### src/rtl/id_hazard_scoreboard_pkg.sv
// id_hazard_scoreboard_pkg
//   Shared constants for the ID-stage hazard scoreboard: latency-class
//   encodings and the "no forwarding" select value.
package id_hazard_scoreboard_pkg;

    localparam logic [1:0] LAT_CLASS_ALU  = 2'd0;
    localparam logic [1:0] LAT_CLASS_LOAD = 2'd1;
    localparam logic [1:0] LAT_CLASS_LONG = 2'd2;

    // fwd_sel value meaning "take the operand from the register file"
    localparam int FWD_SEL_NONE = 0;

endpackage

### src/rtl/id_hazard_scoreboard_read_port.sv
// sb_read_port
//   Single decode read-port lookup against one scoreboard entry.
//   Ports:
//     busy, age, ready_age : fields of the entry addressed by this port
//                            (busy must already be forced low for x0)
//     en, late             : operand used / operand consumed one stage later
//     fwd_sel              : 0 = register file, k = forward from stage k-1
//     hazard               : operand not yet forwardable, decode must stall
module sb_read_port
    import id_hazard_scoreboard_pkg::*;
#(
    parameter int FWD_W = 2
) (
    input  logic             busy,
    input  logic [FWD_W-1:0] age,
    input  logic [FWD_W-1:0] ready_age,
    input  logic             en,
    input  logic             late,
    output logic [FWD_W-1:0] fwd_sel,
    output logic             hazard
);

    // Two extra bits so ready_age - late cannot wrap below zero.
    logic signed [FWD_W+1:0] age_s;
    logic signed [FWD_W+1:0] need_s;

    always_comb begin
        age_s   = signed'({2'b00, age});
        need_s  = signed'({2'b00, ready_age}) - signed'({{(FWD_W+1){1'b0}}, late});
        fwd_sel = busy ? (age + FWD_W'(1)) : FWD_W'(FWD_SEL_NONE);
        hazard  = busy & en & (age_s < need_s);
    end

endmodule

### src/rtl/id_hazard_scoreboard.sv
// id_hazard_scoreboard
//   Per-register scoreboard for the ID stage. Each register x1..x31 tracks
//   its youngest in-flight producer (busy, age, ready_age). Each decode read
//   port gets a forwarding-stage select and a hazard; any hazard stalls.
//   Ports:
//     clk, rst_n      : clock, asynchronous active-low reset
//     adv             : pipeline advances (0 = downstream freeze, state holds)
//     flush_ex        : squash instruction entering EX and age-0 entries
//     issue_*         : ID instruction valid / writes rd / rd / latency class
//     rd_en/rd_late   : per-port operand used / consumed one stage later
//     rd_addr         : per-port source register, port 0 in the LSBs
//     fwd_sel         : per-port select, FWD_W bits each, port 0 in the LSBs
//     stall, issued   : decode stall, issue accepted this cycle
//     stall_cycles    : saturating count of stall&adv cycles
//   Optional feature macro: SCOREBOARD_STATS_EN (stall_cycles counter; when
//   undefined, stall_cycles is tied to zero).
module id_hazard_scoreboard
    import id_hazard_scoreboard_pkg::*;
#(
    parameter int NUM_STAGES     = 3,
    parameter int NUM_RD_PORTS   = 3,
    parameter int LOAD_READY_AGE = 1,
    parameter int LONG_READY_AGE = 2,
    localparam int FWD_W         = $clog2(NUM_STAGES + 1)
) (
    input  logic                            clk,
    input  logic                            rst_n,
    input  logic                            adv,
    input  logic                            flush_ex,
    input  logic                            issue_valid,
    input  logic                            issue_rd_we,
    input  logic [4:0]                      issue_rd,
    input  logic [1:0]                      issue_class,
    input  logic [NUM_RD_PORTS-1:0]         rd_en,
    input  logic [NUM_RD_PORTS-1:0]         rd_late,
    input  logic [5*NUM_RD_PORTS-1:0]       rd_addr,
    output logic [FWD_W*NUM_RD_PORTS-1:0]   fwd_sel,
    output logic                            stall,
    output logic                            issued,
    output logic [31:0]                     stall_cycles
);

    logic [31:0]      busy_q, busy_d;
    logic [FWD_W-1:0] age_q [32];
    logic [FWD_W-1:0] age_d [32];
    logic [FWD_W-1:0] rdy_q [32];
    logic [FWD_W-1:0] rdy_d [32];

    logic [FWD_W-1:0]        port_fwd [NUM_RD_PORTS];
    logic [NUM_RD_PORTS-1:0] port_hz;
    logic [FWD_W-1:0]        issue_rdy;

    // Lookup uses registered state only, so an issuing instruction never
    // sees its own rd.
    for (genvar p = 0; p < NUM_RD_PORTS; p++) begin : g_port
        logic [4:0] addr;
        assign addr = rd_addr[5*p +: 5];

        sb_read_port #(.FWD_W(FWD_W)) u_port (
            .busy      (busy_q[addr] & (addr != 5'd0)),
            .age       (age_q[addr]),
            .ready_age (rdy_q[addr]),
            .en        (rd_en[p]),
            .late      (rd_late[p]),
            .fwd_sel   (port_fwd[p]),
            .hazard    (port_hz[p])
        );
    end

    always_comb begin
        for (int p = 0; p < NUM_RD_PORTS; p++) begin
            fwd_sel[FWD_W*p +: FWD_W] = port_fwd[p];
        end
        stall  = |port_hz;
        issued = issue_valid & adv & ~stall & ~flush_ex;
    end

    // Reserved class encoding 3 falls through to ALU timing.
    always_comb begin
        case (issue_class)
            LAT_CLASS_LOAD: issue_rdy = FWD_W'(LOAD_READY_AGE);
            LAT_CLASS_LONG: issue_rdy = FWD_W'(LONG_READY_AGE);
            default:        issue_rdy = '0;
        endcase
    end

    always_comb begin
        busy_d = busy_q;
        age_d  = age_q;
        rdy_d  = rdy_q;
        if (adv) begin
            for (int r = 1; r < 32; r++) begin
                if (busy_q[r]) begin
                    age_d[r] = age_q[r] + FWD_W'(1);
                    if (int'(age_q[r]) + 1 == NUM_STAGES) busy_d[r] = 1'b0;
                    if (flush_ex && age_q[r] == '0)        busy_d[r] = 1'b0;
                end
            end
            // Applied last: the youngest producer overrides (WAW).
            if (issued && issue_rd_we && issue_rd != 5'd0) begin
                busy_d[issue_rd] = 1'b1;
                age_d[issue_rd]  = '0;
                rdy_d[issue_rd]  = issue_rdy;
            end
        end
        busy_d[0] = 1'b0;
    end

    always_ff @(posedge clk or negedge rst_n) begin
        if (!rst_n) begin
            busy_q <= '0;
            for (int r = 0; r < 32; r++) begin
                age_q[r] <= '0;
                rdy_q[r] <= '0;
            end
        end else begin
            busy_q <= busy_d;
            age_q  <= age_d;
            rdy_q  <= rdy_d;
        end
    end

`ifdef SCOREBOARD_STATS_EN
    logic [31:0] stall_cycles_q, stall_cycles_d;

    always_comb begin
        stall_cycles_d = stall_cycles_q;
        if (stall && adv && stall_cycles_q != 32'hFFFF_FFFF) begin
            stall_cycles_d = stall_cycles_q + 32'd1;
        end
    end

    always_ff @(posedge clk or negedge rst_n) begin
        if (!rst_n) stall_cycles_q <= '0;
        else        stall_cycles_q <= stall_cycles_d;
    end

    assign stall_cycles = stall_cycles_q;
`else
    assign stall_cycles = '0;
`endif

endmodule

### config.mk
export PLATFORM = sky130hd
export DESIGN_NAME = id_hazard_scoreboard
export DESIGN_NICKNAME = d
export VERILOG_FILES = /design/src/rtl/id_hazard_scoreboard_pkg.sv /design/src/rtl/id_hazard_scoreboard_read_port.sv /design/src/rtl/id_hazard_scoreboard.sv
export SDC_FILE = /design/constraint.sdc
export NUM_CORES = 1
export LEC_CHECK = 0
export CAP_MARGIN = 25
export CORE_AREA = 2 2 154 156
export DETAILED_ROUTE_END_ITERATION = 7
export DIE_AREA = 0 0 156 158
export PLACE_DENSITY = 0.86
export RECOVER_POWER = 50
export SYNTH_ARGS = -nofsm -noshare
export SYNTH_HDL_FRONTEND = slang
export SYNTH_HIERARCHICAL = 1
export SYNTH_SLANG_ARGS = --single-unit
### constraint.sdc
create_clock -name clk -period 16.44 [get_ports clk]
set_clock_uncertainty 0.1 [all_clocks]
set_input_delay 4.11 -clock clk [delete_from_list [all_inputs] [get_ports clk]]
set_output_delay 4.11 -clock clk [all_outputs]
set_load 0.03 [all_outputs]
Word level (Yosys, flattened, before mapping)
Index checks and enable logic that the tools add are counted.

storage, ports and cells
  flip-flop bits (word level) = 159
  bits of input ports = 34
  output and inout bits = 40
  logic and storage cells = 493

cells by class
  add/subtract/negate cells = 68
  $lt $le $gt $ge = 13
  equality and inequality tests = 33
  mux-type cells = 221
  bitwise gates (word level) = 21
  reduce and logical (&&, ||, !) cells = 72

operator list
  kind                                                         number
  2-to-1 mux 2 bit                                             78
  2-to-1 mux 1 bit                                             128
  adder 2 x 1 -> 3 bit (second input constant)                 31
  equality test 3 x 2 -> 1 bit (second input constant)         31
  adder 2 x 1 -> 2 bit (second input constant)                 34
  bitwise AND 64 bit                                           1
  bitwise mux 64 bit                                           1
  inverter 64 bit                                              1
  zero test 2 bit                                              31
  2-to-1 mux 62 bit                                            1
  binary-select mux 2 bit (select 5 bit)                       6
  logical AND 1 bit                                            35
  2-to-1 mux 32 bit                                            1
  bitwise OR 32 bit                                            1
  >= comparator 6 bit (second input constant)                  4
  less-than comparator 5 x 6 -> 1 bit (second input constant)  4
  inverter 5 -> 6 bit                                          4
  nonzero test 5 bit                                           4
  binary-select mux 1 bit (select 5 bit)                       3
  bitwise AND 1 bit                                            12
  less-than comparator 3 x 4 -> 1 bit                          3
  demux 2 bit (select 5 bit)                                   1
  subtractor 2 x 1 -> 3 bit                                    3
  less-than comparator 6 x 1 -> 1 bit (second input constant)  1
  8 further kinds                                              9

Logic depth before layout (Yosys ltp)
  depth in word-level cells = 14
  mapped depth = 17
  mapped depth without buffers = 14

Hierarchy
The synthesis kept the hierarchy.

modules (own cells, without submodules)
  module                times used  cells an instance  area an instance (um^2)
  id_hazard_scoreboard  1           1156               12211.7
  sb_read_port          3           11                 101.3

Worst setup path after synthesis
OpenSTA, ideal clock, no wires.

  kind = input-to-output
  start = input rd_addr[0]
  end = output issued
  arrival = 7.104 ns
  slack = 5.126 ns
  stages = 15
  path through = buf_4 -> buf_6 -> or3b_2 -> o221ai_1 -> a21oi_1 -> a221oi_1 -> inv_1 -> ha_1 -> ha_1 -> ha_1 -> o21ai_1 -> nor4b_4 -> nor3_4 -> nand2_4 -> inv_1

between the ends
  cells in the longest elaborated chain, start to end = 11
  elaborated cells on any way between the ends = 19
  classes of those cells = add/sub (1); order compare (1); mux (8); bitwise (7); reduce/logical (2)

ends and longest elaborated chain
  element                                              line                                                    RTL
  start, declared                                      id_hazard_scoreboard.sv:36                              input logic [5*NUM_RD_PORTS-1:0] rd_addr,
  inverter 5 -> 6 bit (not written as such)            id_hazard_scoreboard.sv:61, id_hazard_scoreboard.sv:62
  binary-select mux 2 bit (select 5 bit)               id_hazard_scoreboard.sv:62                              .ready_age (rdy_q[addr]),
  2-to-1 mux 2 bit (not written as such) (2 in a row)  id_hazard_scoreboard.sv:62
  subtractor 2 x 1 -> 3 bit                            id_hazard_scoreboard_read_port.sv:29                    need_s = signed'({2'b00, ready_age}) - signed'({{(FWD_W+1){1'b0}}, late});
  less-than comparator 3 x 4 -> 1 bit                  id_hazard_scoreboard_read_port.sv:31                    hazard = busy & en & (age_s < need_s);
  bitwise AND 1 bit (*)                                id_hazard_scoreboard_read_port.sv:31
  named net port_hz[0]                                 id_hazard_scoreboard.sv:50                              logic [NUM_RD_PORTS-1:0] port_hz;
  OR reduction 3 bit (*)                               id_hazard_scoreboard.sv:74                              stall = |port_hz;
  inverter 1 bit (*)                                   id_hazard_scoreboard.sv:75                              issued = issue_valid & adv & ~stall & ~flush_ex;
  bitwise AND 1 bit (*) (2 in a row)                   id_hazard_scoreboard.sv:75
  end, declared                                        id_hazard_scoreboard.sv:39                              output logic issued,

The timed path passes the listed nets; every way through them passes the cells marked *. The select of a mux whose other input is x is not followed.

Worst setup path in the final report
  start = input rd_addr[7]
  end = output issued

The elaborated chain is that of the path after synthesis.

==> metrics.md <==
| Metric | Value |
|---|---|
| H-tree depth | `4` |
| Violated checks | `max-capacitance violations, max-slew violations` |
| Worst r2r path cells | `14` |
| DRC viols | `0` |
| Via count | `10.0k` |
| Max FO, Critical Path | `23` |
| Num CTS Buffers | `17` |
| Worst hold stages | `0` |
| Final WL | `36.2 mm` |
| Proportion of layout cells with a drive suffix above 1 | `0.193` |
| Syn Area/Cell | `10.5 um2` |
| Crit Reg-Reg Startpoint | `rdy_q[10]` |
| Slew Viols, Final | `162` |
| Post-CTS sizing | `0` |
| Yosys top cell by area | `dfrtp_1` |
| WP data required | `12.23 ns` |
| Worst path most repeated cell | `ha_1` |
| Vias/cell | `6.73` |
| Setup_tns | `0 ns` |
| Clock buffer depth | `2` |
| Post-Syn Instances | `1,189` |
| Most frequent cells after synthesis | `dfrtp_1, nand2_1, mux2i_1, mux2_2, inv_1` |
| Hold endpoint | `rdy_q[63]` |
| Top cells by area, synth | `dfrtp_1, mux4_2, mux2_2, ha_1, mux2i_1` |
| Synthesis-to-layout area growth | `6.57%` |
| Num rows | `56` |
| Final Core Density | `0.579` |
| RSZ-0062 raised after global routing | `false` |
| Worst skew pair latency | `0.45 ns` |
| Die Area | `24,600 um2` |
| Die width | `156 um` |
| Cell with the most instances after synthesis | `dfrtp_1` |
| Crit end category | `output pin` |
| Crit-path cells | `clkdlybuf4s50_1, buf_4, nor2b_1, a221oi_1, o21ai_0, a32oi_1, inv_1, ha_1, ha_1, ha_1, o21ai_1, nor4b_4, nor3_4, nand2_4, inv_1, clkdlybuf4s50_1` |
| Fin Hold WS | `0.338 ns` |
| Core ar. | `23,100 um2` |
| Clk slew on worst S/H paths | `0.07 ns` |
| Hpwl dp | `25.7 mm` |
| Synthesized area | `12,500 um2` |
| Final Hold Fails | `0` |
| Primary FF master, synth | `dfrtp_1` |
| Hold wc startpoint | `rdy_q[63]` |
| Uppermost layer routed | `met4` |
| M1 WL | `14.1 mm` |
| Slowest CP cell | `clkdlybuf4s50_1` |
| Global-route wire length before repair | `57.1 mm` |
| Hold_buf cts | `0` |
| Reg-to-Reg End | `rdy_q[48]` |
| Met3 wire len | `3.84 mm` |
| Nets | `1,290` |
| Io pins | `74` |
| Final period util | `0.804` |
| Final min period | `13.21 ns` |
| Starting Density | `0.543` |
| Status | `finished with violations` |
| Wire per inst | `24.3 um` |
| Initial DRT Pass Iterations | `5` |
| Startpoint types | `input port` |
| Final setup viols | `0` |
| Final antenna-violating net count | `0` |
| Slew Limit Headroom | `-2.18` |
| Largest net degree at the start of global routing | `91` |
| Top Family by Delay on Critical Path | `buffers and inverters` |
| Initial antenna violation count | `1` |
| Worst slew pin tran | `4.77 ns` |
| Leak | `0.00593 uW` |
| Critical path class | `input port to output pin` |
| Clk root buf | `clkbuf_16` |
| Synth async-reset ratio | `1.00` |
| Sequential fraction of the synthesis area | `0.318` |
| Total global routing overflow | `0` |
| Max Fclk | `75.7 MHz` |
| Cell area power density | `115 nW/um2` |
| CTS tree | `built` |
| Top-area cell type share of the netlist area | `0.318` |
| Synthesis-stage register bit count | `159` |
| Setup bufs post-CTS | `0` |
| YS warnings | `6` |
| Number of distinct library cells after synthesis | `68` |
| WP data arrival | `9.00 ns` |
| CP Buf/Inv Count | `5` |
| Post-synth EDFFs | `0` |
| Hold/Removal Path Class | `flip-flop to flip-flop` |
| Chip Height | `158 um` |
| Routed wl met2 | `16.9 mm` |
| Total Routing Usage GR | `0.306` |
| FF-to-FF setup slack | `11.87 ns` |
| DR iter-0 viols | `1,428` |
| Maximum VDD drop | `61.8 uV` |
| Num Clock Sinks | `159` |
| Number of global-route vias before repair | `9,967` |
| CP peak stage delay | `0.95 ns` |
| Routability congestion estimate | `0.997` |
| Max-Cap Viols | `2` |
| Port Buffers | `41` |
[worst register-to-register path: stages (launching register included)]
cell,delay [ns]
dfrtp_1,0.43
mux4_2,0.51
mux2_2,0.28
nand2_1,0.09
a32oi_1,0.11
inv_1,0.10
ha_1,0.16
ha_1,0.23
ha_1,0.27
o21ai_1,0.07
nor4b_4,0.16
nor3_4,0.47
nand4_2,0.58
nor2_1,0.51
mux2_2,0.39
[layer usage]
metal  up-vias  GRT usage
li1       4277          -
met1      4955      0.410
met2       680      0.488
met3       108     0.0665
met4         0      0.118
met5         -          0
[final cells by class]
type                            instances  area (um2)
Antenna cell                            1        2.50
Inverter                               75         282
Fill cell                            1854        9710
Sequential cell                       159        3980
Timing Repair Buffer                   56         498
Clock buffer                           17         425
Tap cell                              290         363
Clock inverter                         15         174
Multi-Input combinational cell        876        7610
[placed cells by master (no fill, tap or decap), types with 4 or more instances in the layout]
cell,count
a211oi_1,15
a21oi_1,74
a221oi_1,23
a22oi_1,8
a32oi_1,4
and2_1,7
and2b_2,4
buf_2,7
buf_4,13
clkbuf_16,17
clkdlybuf4s50_1,33
conb_1,32
dfrtp_1,159
ha_1,71
inv_1,75
inv_6,4
inv_8,4
mux2_2,82
mux2i_1,88
mux4_1,6
mux4_2,65
nand2_1,98
nand2b_1,14
nand3_1,42
nand4_1,4
nor2_1,60
nor2b_1,15
nor4_4,5
o21ai_0,57
o221ai_1,4
o22ai_1,8
or3_1,4
xnor2_1,31
[stage by stage]
step,instance area [um2],cells,power (uW),worst slack [ns]
finish,13300,1489,1530,3.23
global route,13300,1488,1620,2.99
CTS,13300,1488,1520,3.32
detailed placement,12700,1456,1110,3.36
global placement,12700,1455,1070,3.51
floorplan,12600,1220,950,5.13
[kinds of logic (layout without fill, tap and decap cells)]
| family | after synthesis | after routing | synth area share |
|---|---|---|---|
| flip-flops | 159 | 159 | 0.318 |
| other | 1 | 33 | 0.000300 |
| AO/OA/AOI/OAI | 215 | 215 | 0.106 |
| buffers and inverters | 185 | 163 | 0.0834 |
| XOR/XNOR | 34 | 34 | 0.0238 |
| AND/OR/NAND/NOR | 281 | 281 | 0.121 |
| multiplexers | 243 | 243 | 0.276 |
| adder cells (fa/ha/maj) | 71 | 71 | 0.0710 |
[registers in the layout, indices dropped and copies added, names as in the netlist]
signal	count
rdy_q	64
age_q	64
busy_q	31
[worst max-delay path by stage]
stage                           start      to  slack, ns  depth (start not counted)
final                      rd_addr[7]  issued       3.23                         16
after global routing      rd_addr[12]  issued       2.99                         16
after CTS                  rd_addr[7]  issued       3.32                         16
after detailed placement   rd_addr[7]  issued       3.36                         16
after global placement    rd_addr[12]  issued       3.51                         16
after floorplan            rd_addr[0]  issued       5.13                         15
[power by group]
part           leakage (uW)  switching, uW  internal, uW
logic               0.00355            289           244
clock network      0.000284            193           217
registers           0.00209            121           469
Note: power is estimated with default switching activity, not from simulation.
